`src/rtl/lb_cmd_bridge.sv`:
```
// Byte-stream command bridge: opcode/address/data bytes in, local-bus strobes out, read data returned as bytes.
// Optional read-wait abort is enabled by defining LB_CMD_BRIDGE_TIMEOUT_EN.
module lb_cmd_bridge #(
    parameter int unsigned TIMEOUT_CYCLES = 255
) (
    input  logic        clk_lb,
    input  logic        reset,
    input  logic [7:0]  rx_byte_d,
    input  logic        rx_byte_en,
    output logic [7:0]  tx_byte_d,
    output logic        tx_byte_en,
    input  logic        tx_byte_rdy,
    output logic        lb_wr,
    output logic        lb_rd,
    output logic [31:0] lb_addr,
    output logic [31:0] lb_wr_d,
    input  logic [31:0] lb_rd_d,
    input  logic        lb_rd_rdy,
    output logic        busy,
    output logic        rx_overrun,
    output logic        rd_timeout
);

    typedef enum logic [2:0] {
        IDLE,
        GET_ADDR,
        GET_DATA,
        BUS_WR,
        BUS_RD,
        WAIT_RD,
        SEND_RSP
    } state_t;

    localparam logic [7:0] OP_WRITE = 8'h01;
    localparam logic [7:0] OP_READ  = 8'h02;

    state_t      state_q;
    logic        is_read_q;
    logic [1:0]  byte_cnt_q;
    logic [31:0] addr_q;
    logic [31:0] wr_data_q;
    logic [31:0] rsp_q;
    logic [7:0]  tx_byte_q;
    logic        tx_en_q;
    logic        lb_wr_q;
    logic        lb_rd_q;

`ifdef LB_CMD_BRIDGE_TIMEOUT_EN
    localparam logic [15:0] TIMER_LAST = 16'(TIMEOUT_CYCLES - 1);
    logic [15:0] timer_q;
    logic        rd_timeout_q;
`endif

    always_ff @(posedge clk_lb) begin
        if (reset) begin
            state_q    <= IDLE;
            is_read_q  <= 1'b0;
            byte_cnt_q <= 2'd0;
            addr_q     <= 32'd0;
            wr_data_q  <= 32'd0;
            rsp_q      <= 32'd0;
            tx_byte_q  <= 8'd0;
            tx_en_q    <= 1'b0;
            lb_wr_q    <= 1'b0;
            lb_rd_q    <= 1'b0;
`ifdef LB_CMD_BRIDGE_TIMEOUT_EN
            timer_q      <= 16'd0;
            rd_timeout_q <= 1'b0;
`endif
        end else begin
            lb_wr_q <= 1'b0;
            lb_rd_q <= 1'b0;
`ifdef LB_CMD_BRIDGE_TIMEOUT_EN
            rd_timeout_q <= 1'b0;
`endif
            case (state_q)
                IDLE: begin
                    if (rx_byte_en && (rx_byte_d == OP_WRITE || rx_byte_d == OP_READ)) begin
                        is_read_q  <= (rx_byte_d == OP_READ);
                        byte_cnt_q <= 2'd0;
                        state_q    <= GET_ADDR;
                    end
                end
                GET_ADDR: begin
                    if (rx_byte_en) begin
                        addr_q     <= {addr_q[23:0], rx_byte_d};
                        byte_cnt_q <= byte_cnt_q + 2'd1;
                        if (byte_cnt_q == 2'd3) begin
                            if (is_read_q) begin
                                lb_rd_q <= 1'b1;
                                state_q <= BUS_RD;
                            end else begin
                                state_q <= GET_DATA;
                            end
                        end
                    end
                end
                GET_DATA: begin
                    if (rx_byte_en) begin
                        wr_data_q  <= {wr_data_q[23:0], rx_byte_d};
                        byte_cnt_q <= byte_cnt_q + 2'd1;
                        if (byte_cnt_q == 2'd3) begin
                            lb_wr_q <= 1'b1;
                            state_q <= BUS_WR;
                        end
                    end
                end
                BUS_WR: begin
                    state_q <= IDLE;
                end
                BUS_RD: begin
`ifdef LB_CMD_BRIDGE_TIMEOUT_EN
                    timer_q <= 16'd0;
`endif
                    state_q <= WAIT_RD;
                end
                WAIT_RD: begin
                    // Read data takes priority over a timeout landing on the same cycle.
                    if (lb_rd_rdy) begin
                        rsp_q      <= lb_rd_d;
                        tx_byte_q  <= lb_rd_d[31:24];
                        tx_en_q    <= 1'b1;
                        byte_cnt_q <= 2'd0;
                        state_q    <= SEND_RSP;
                    end
`ifdef LB_CMD_BRIDGE_TIMEOUT_EN
                    else if (timer_q == TIMER_LAST) begin
                        rd_timeout_q <= 1'b1;
                        rsp_q        <= 32'hFFFF_FFFF;
                        tx_byte_q    <= 8'hFF;
                        tx_en_q      <= 1'b1;
                        byte_cnt_q   <= 2'd0;
                        state_q      <= SEND_RSP;
                    end else begin
                        timer_q <= timer_q + 16'd1;
                    end
`endif
                end
                SEND_RSP: begin
                    if (tx_en_q && tx_byte_rdy) begin
                        byte_cnt_q <= byte_cnt_q + 2'd1;
                        if (byte_cnt_q == 2'd3) begin
                            tx_en_q <= 1'b0;
                            state_q <= IDLE;
                        end else begin
                            tx_byte_q <= rsp_q[23:16];
                            rsp_q     <= {rsp_q[23:0], 8'h00};
                        end
                    end
                end
                default: begin
                    state_q <= IDLE;
                end
            endcase
        end
    end

    assign tx_byte_d  = tx_byte_q;
    assign tx_byte_en = tx_en_q;
    assign lb_wr      = lb_wr_q;
    assign lb_rd      = lb_rd_q;
    assign lb_addr    = addr_q;
    assign lb_wr_d    = wr_data_q;
    assign busy       = (state_q != IDLE);

    // Bytes arriving while the bridge cannot take them are dropped and flagged.
    assign rx_overrun = rx_byte_en && !reset &&
                        (state_q inside {BUS_WR, BUS_RD, WAIT_RD, SEND_RSP});

`ifdef LB_CMD_BRIDGE_TIMEOUT_EN
    assign rd_timeout = rd_timeout_q;
`else
    assign rd_timeout = 1'b0;
    logic unused_timeout_cfg;
    assign unused_timeout_cfg = |TIMEOUT_CYCLES;
`endif

endmodule

```
`config.mk`:
```
export PLATFORM = sky130hd
export DESIGN_NAME = lb_cmd_bridge
export DESIGN_NICKNAME = d
export VERILOG_FILES = /design/src/rtl/lb_cmd_bridge.sv
export SDC_FILE = /design/constraint.sdc
export NUM_CORES = 1
export LEC_CHECK = 0
export CAP_MARGIN = 20
export CORE_MARGIN = 2
export CORE_UTILIZATION = 45
export CTS_CLUSTER_DIAMETER = 200
export CTS_CLUSTER_SIZE = 20
export DETAILED_ROUTE_END_ITERATION = 12
export PLACE_DENSITY = 0.73
export SLEW_MARGIN = 20
export SYNTH_ARGS = -nofsm -noshare
export SYNTH_HDL_FRONTEND = slang
export SYNTH_SLANG_ARGS = --single-unit
```
`constraint.sdc`:
```
create_clock -name clk_lb -period 2 [get_ports clk_lb]
set_input_delay 0.2 -clock clk_lb [delete_from_list [all_inputs] [get_ports clk_lb]]
set_output_delay 0.2 -clock clk_lb [all_outputs]
set_load 0.02 [all_outputs]
```
==> reports/qor.csv <==
stage;metric;value;unit
cells_and_area;multi_input_area;0.00186;mm²
hold_path;holdCritPathClass;input port to flip-flop;
floorplan;fp-row-count;35;
clocking;post_cts_buffers;0;
setup_path;reg2regPathDepth;7;
setup_path;path_buf_inv;2;
setup_path;ff2ff_setup_slack;0.18;ns
global_routing;antenna_found_initial;0;
pwr;power.density;805;mW/mm²
synth;yosysTopAreaCellShare;49.9;%
synth;synth-seq-area-share;49.9;%
clocking;cts_root_buf;clkbuf_8;
setup_path;path_max_fanout;8;
synth;synth_top_family_by_area;simple AND/OR/NAND/NOR gates;
synth;synth_edf_count;0;
drt;route.vias.total;3907;
drt;wl_per_cell;14.2;µm
global_routing;grt_max_degree;73;
floorplan;start_util;46.0;%
hold_path;whs_path_depth;3;
cells_and_area;regArea;0.00210;mm²
setup_path;crit_chain;clkdlybuf4s50_1 -> or4b_4 -> o31ai_2 -> o211a_2 -> buf_4 -> a21oi_1 -> nor3_1;
synth;synth_ff_type;dfxtp_1;
cells_and_area;nets;685;
setup_path;r2r_start;state_q[0];
setup_path;path_class;input port to flip-flop;
clocking;cts_tree;done;
placement;dpl_worst_slack;-0.307;ns
floorplan;dieWidth;101;µm
setup_path;crit_path_start_kind;input port;
timing;setup_slack;0.118;ns
clocking;clk_pin_slew_worst_paths;0.11;ns
synth;yosysWarnings;0;
global_routing;grt_usage;20.8;%
synth;yosys.area_share.adder;0.297;%
run_status;outcome;finished, final reports clean;
synth;async_flop_share;0;%
clocking;cts.path.max_buffers;2;
timing;hold_violations;0;
timing;tns;0;ns
drt;ant_nets;0;
timing;fmax;531;MHz
setup_path;max_stage_delay;0.56;ns
timing;slew_headroom;50.5;%
pwr;net-switching-power;0.00153;W
floorplan;die_area;0.0102;mm²
floorplan;die_y;101;µm
synth;ys_seq_elements;105;
hold_path;whs_endpoint;rsp_q[6];
clocking;htreeDepth;3;
global_routing;grt_pass1_vias;3546;
synth;synth_area_leader_cell;dfxtp_1;
pwr;p_leak;1.93;nW
synth;syn-instance-count;526;
floorplan;core-area;0.00915;mm²
synth;ys_top_cells_by_area;dfxtp_1, nand2_1, a21oi_1;
setup_path;reg2reg_to;state_q[1];
hold_path;min_from;lb_rd_d[6];
timing;rsz0062_at_grt;no;
synth;synth_nets;572;
setup_path;required;2.30;ns
synth;synth_commonest_cells;nand2_1, dfxtp_1, a21oi_1, nand3_1, nor2_1;
clocking;postCtsHoldBufs;0;
cells_and_area;layout-drive-gt1-share;8.70;%
clocking;clock_latency;0.38;ns
drt;drc;0;
pwr;clkPwrFrac;28.5;%
setup_path;path_delay_family;simple AND/OR/NAND/NOR gates;
drt;wl;10700;µm
setup_path;cp.arrival;2.18;ns
timing;finalSetupViolations;0;
pwr;ir_drop;445;µV
timing;period_needed;1.88;ns
pwr;power_frac_seq;47.7;%
synth;synth_area;0.00421;mm²
timing;finalCritPeriodShare;94.1;%
drt;first_pass_iters;5;
cells_and_area;area_delta_synth_final;37.0;%
global_routing;grt_overflow;0;
cells_and_area;antenna_cells;0;
pwr;sw_frac_of_total;32.9;%
drt;viasPerCell;5.17;
drt;drt_iter0_markers;205;
setup_path;cp_slowest_cell;or4b_4;
clocking;numClockSinks;105;
floorplan;io_pins;123;
placement;dp_hpwl;7500;µm
timing;fin_worst_skew;0.0184;ns
clocking;cts-buffers-inserted;9;
synth;synth_mux_area_share;0.475;%
timing;worst_pin_slew;0.742;ns
pwr;p_int;0.00312;W
run;drv_cap;0;
synth;synth-xor-area-share;0.416;%
cells_and_area;fill_cells;791;
placement;port-buffer-count;121;
synth;synth.most_common_cell;nand2_1;
global_routing;grt_first_pass_wirelength;17100;µm
placement;dp.cells;739;
timing;maxSlewViolCount;0;
setup_path;cp-end-kind;flip-flop;
placement;place.gp.congestion;0.802;
pwr;p_comb_share;23.8;%
synth;synthSimpleGateAreaFrac;25.3;%
synth;synth.avg_cell_area;8.01;µm²
cells_and_area;fin_cells;755;
synth;synth_compound_area_share;17.3;%
synth;yosysUniqueCellTypes;40;
layer usage:
layer / global-route usage [%] / share of wire (%)
met5: 0 / 0
met4: 5.80 / 1.8
met3: 4.65 / 4.9
met2: 32.6 / 46
met1: 29.0 / 47
worst max path at each step:
stage	slack, ns	startpoint	endpoint	depth (start not counted)
5_1_grt	0.03	rx_byte_d[2]	state_q[1]	7
3_5_place_dp	-0.31	rx_byte_d[2]	state_q[1]	7
2_1_floorplan	0.30	state_q[0]	tx_byte_d[0]	8
4_1_cts	0.09	rx_byte_d[2]	state_q[1]	7
3_3_place_gp	-0.24	rx_byte_d[2]	state_q[1]	7
6_report	0.12	rx_byte_d[2]	state_q[1]	7
sequential cells by signal, summed over array words and instances, names as in the netlist:
register    flops
rsp_q          24
lb_rd           1
state_q         3
tx_byte_d       8
is_read_q       1
lb_wr           1
tx_byte_en      1
lb_wr_d        32
byte_cnt_q      2
lb_addr        32
cell usage in the layout, fill, tap and decap left out, types with 2 or more instances in the layout:
| master | instances |
|---|---|
| nor2b_1 | 2 |
| nand2_1 | 167 |
| nor2_2 | 2 |
| clkbuf_8 | 9 |
| a21oi_1 | 78 |
| inv_1 | 2 |
| a311oi_1 | 24 |
| o21ai_0 | 3 |
| nand3_1 | 35 |
| buf_4 | 21 |
| dlygate4sd2_1 | 2 |
| buf_12 | 5 |
| inv_6 | 4 |
| nor3_1 | 3 |
| dfxtp_1 | 104 |
| xnor2_1 | 2 |
| a31o_1 | 2 |
| nor3b_1 | 4 |
| nor2_1 | 27 |
| nand2b_1 | 3 |
| mux2i_1 | 2 |
| clkdlybuf4s50_1 | 118 |
| clkinv_8 | 2 |
| and2b_2 | 2 |
timing repair:
| item | 4_1_cts | 5_1_grt |
|---|---|---|
| pin swaps | 0 | 0 |
| cloned | 0 | 0 |
| gates resized for setup | 4 | 1 |
| setup endpoints to repair | 2 | 1 |
worst register-to-register path, delay by kind of cell (launching register included):
family	cells	cell delay (ns)
buffers and inverters	2	0.30
AOI/OAI and AO/OA	3	0.51
DFF	1	0.47
and+or+nand+nor	2	0.47
logic make-up after synthesis:
group	after synthesis
AND/OR/NAND/NOR	253
AO/OA/AOI/OAI	116
flip-flops	105
buffers and inverters	46
XOR/XNOR	2
multiplexers	2
adder cells (fa/ha/maj)	1
other	1
metrics by stage:
step                instance area [µm²]  total power (W)  utilization [%]  hold WS [ns]
CTS                                5770          0.00467             63.1         0.363
floorplan                          4210          0.00296                -         0.336
global placement                   5570          0.00335             60.8         0.442
global route                       5770          0.00486             63.1         0.385
detailed placement                 5570          0.00337             60.8         0.448
finish                             5770          0.00465             63.1         0.378
power groups by stage:
stage	Sequential, W	Combinational, W	Clock [W]
6_report	0.00222	0.00111	0.00133
5_1_grt	0.00223	0.00120	0.00143
4_1_cts	0.00222	0.00110	0.00135
3_5_place_dp	0.00226	0.00110	0
3_3_place_gp	0.00226	0.00108	0
2_1_floorplan	0.00227	0.000694	0
area by class of cell:
cell class	count	share of cell area (%)
sequential	105	36.4
multi-input combinational	375	32.3
clock buffer	9	2.15
tap	111	2.41
timing repair buffer	146	25.2
clock inverter	7	1.37
inverter	2	0.130
(Power assumes the default switching activity.)
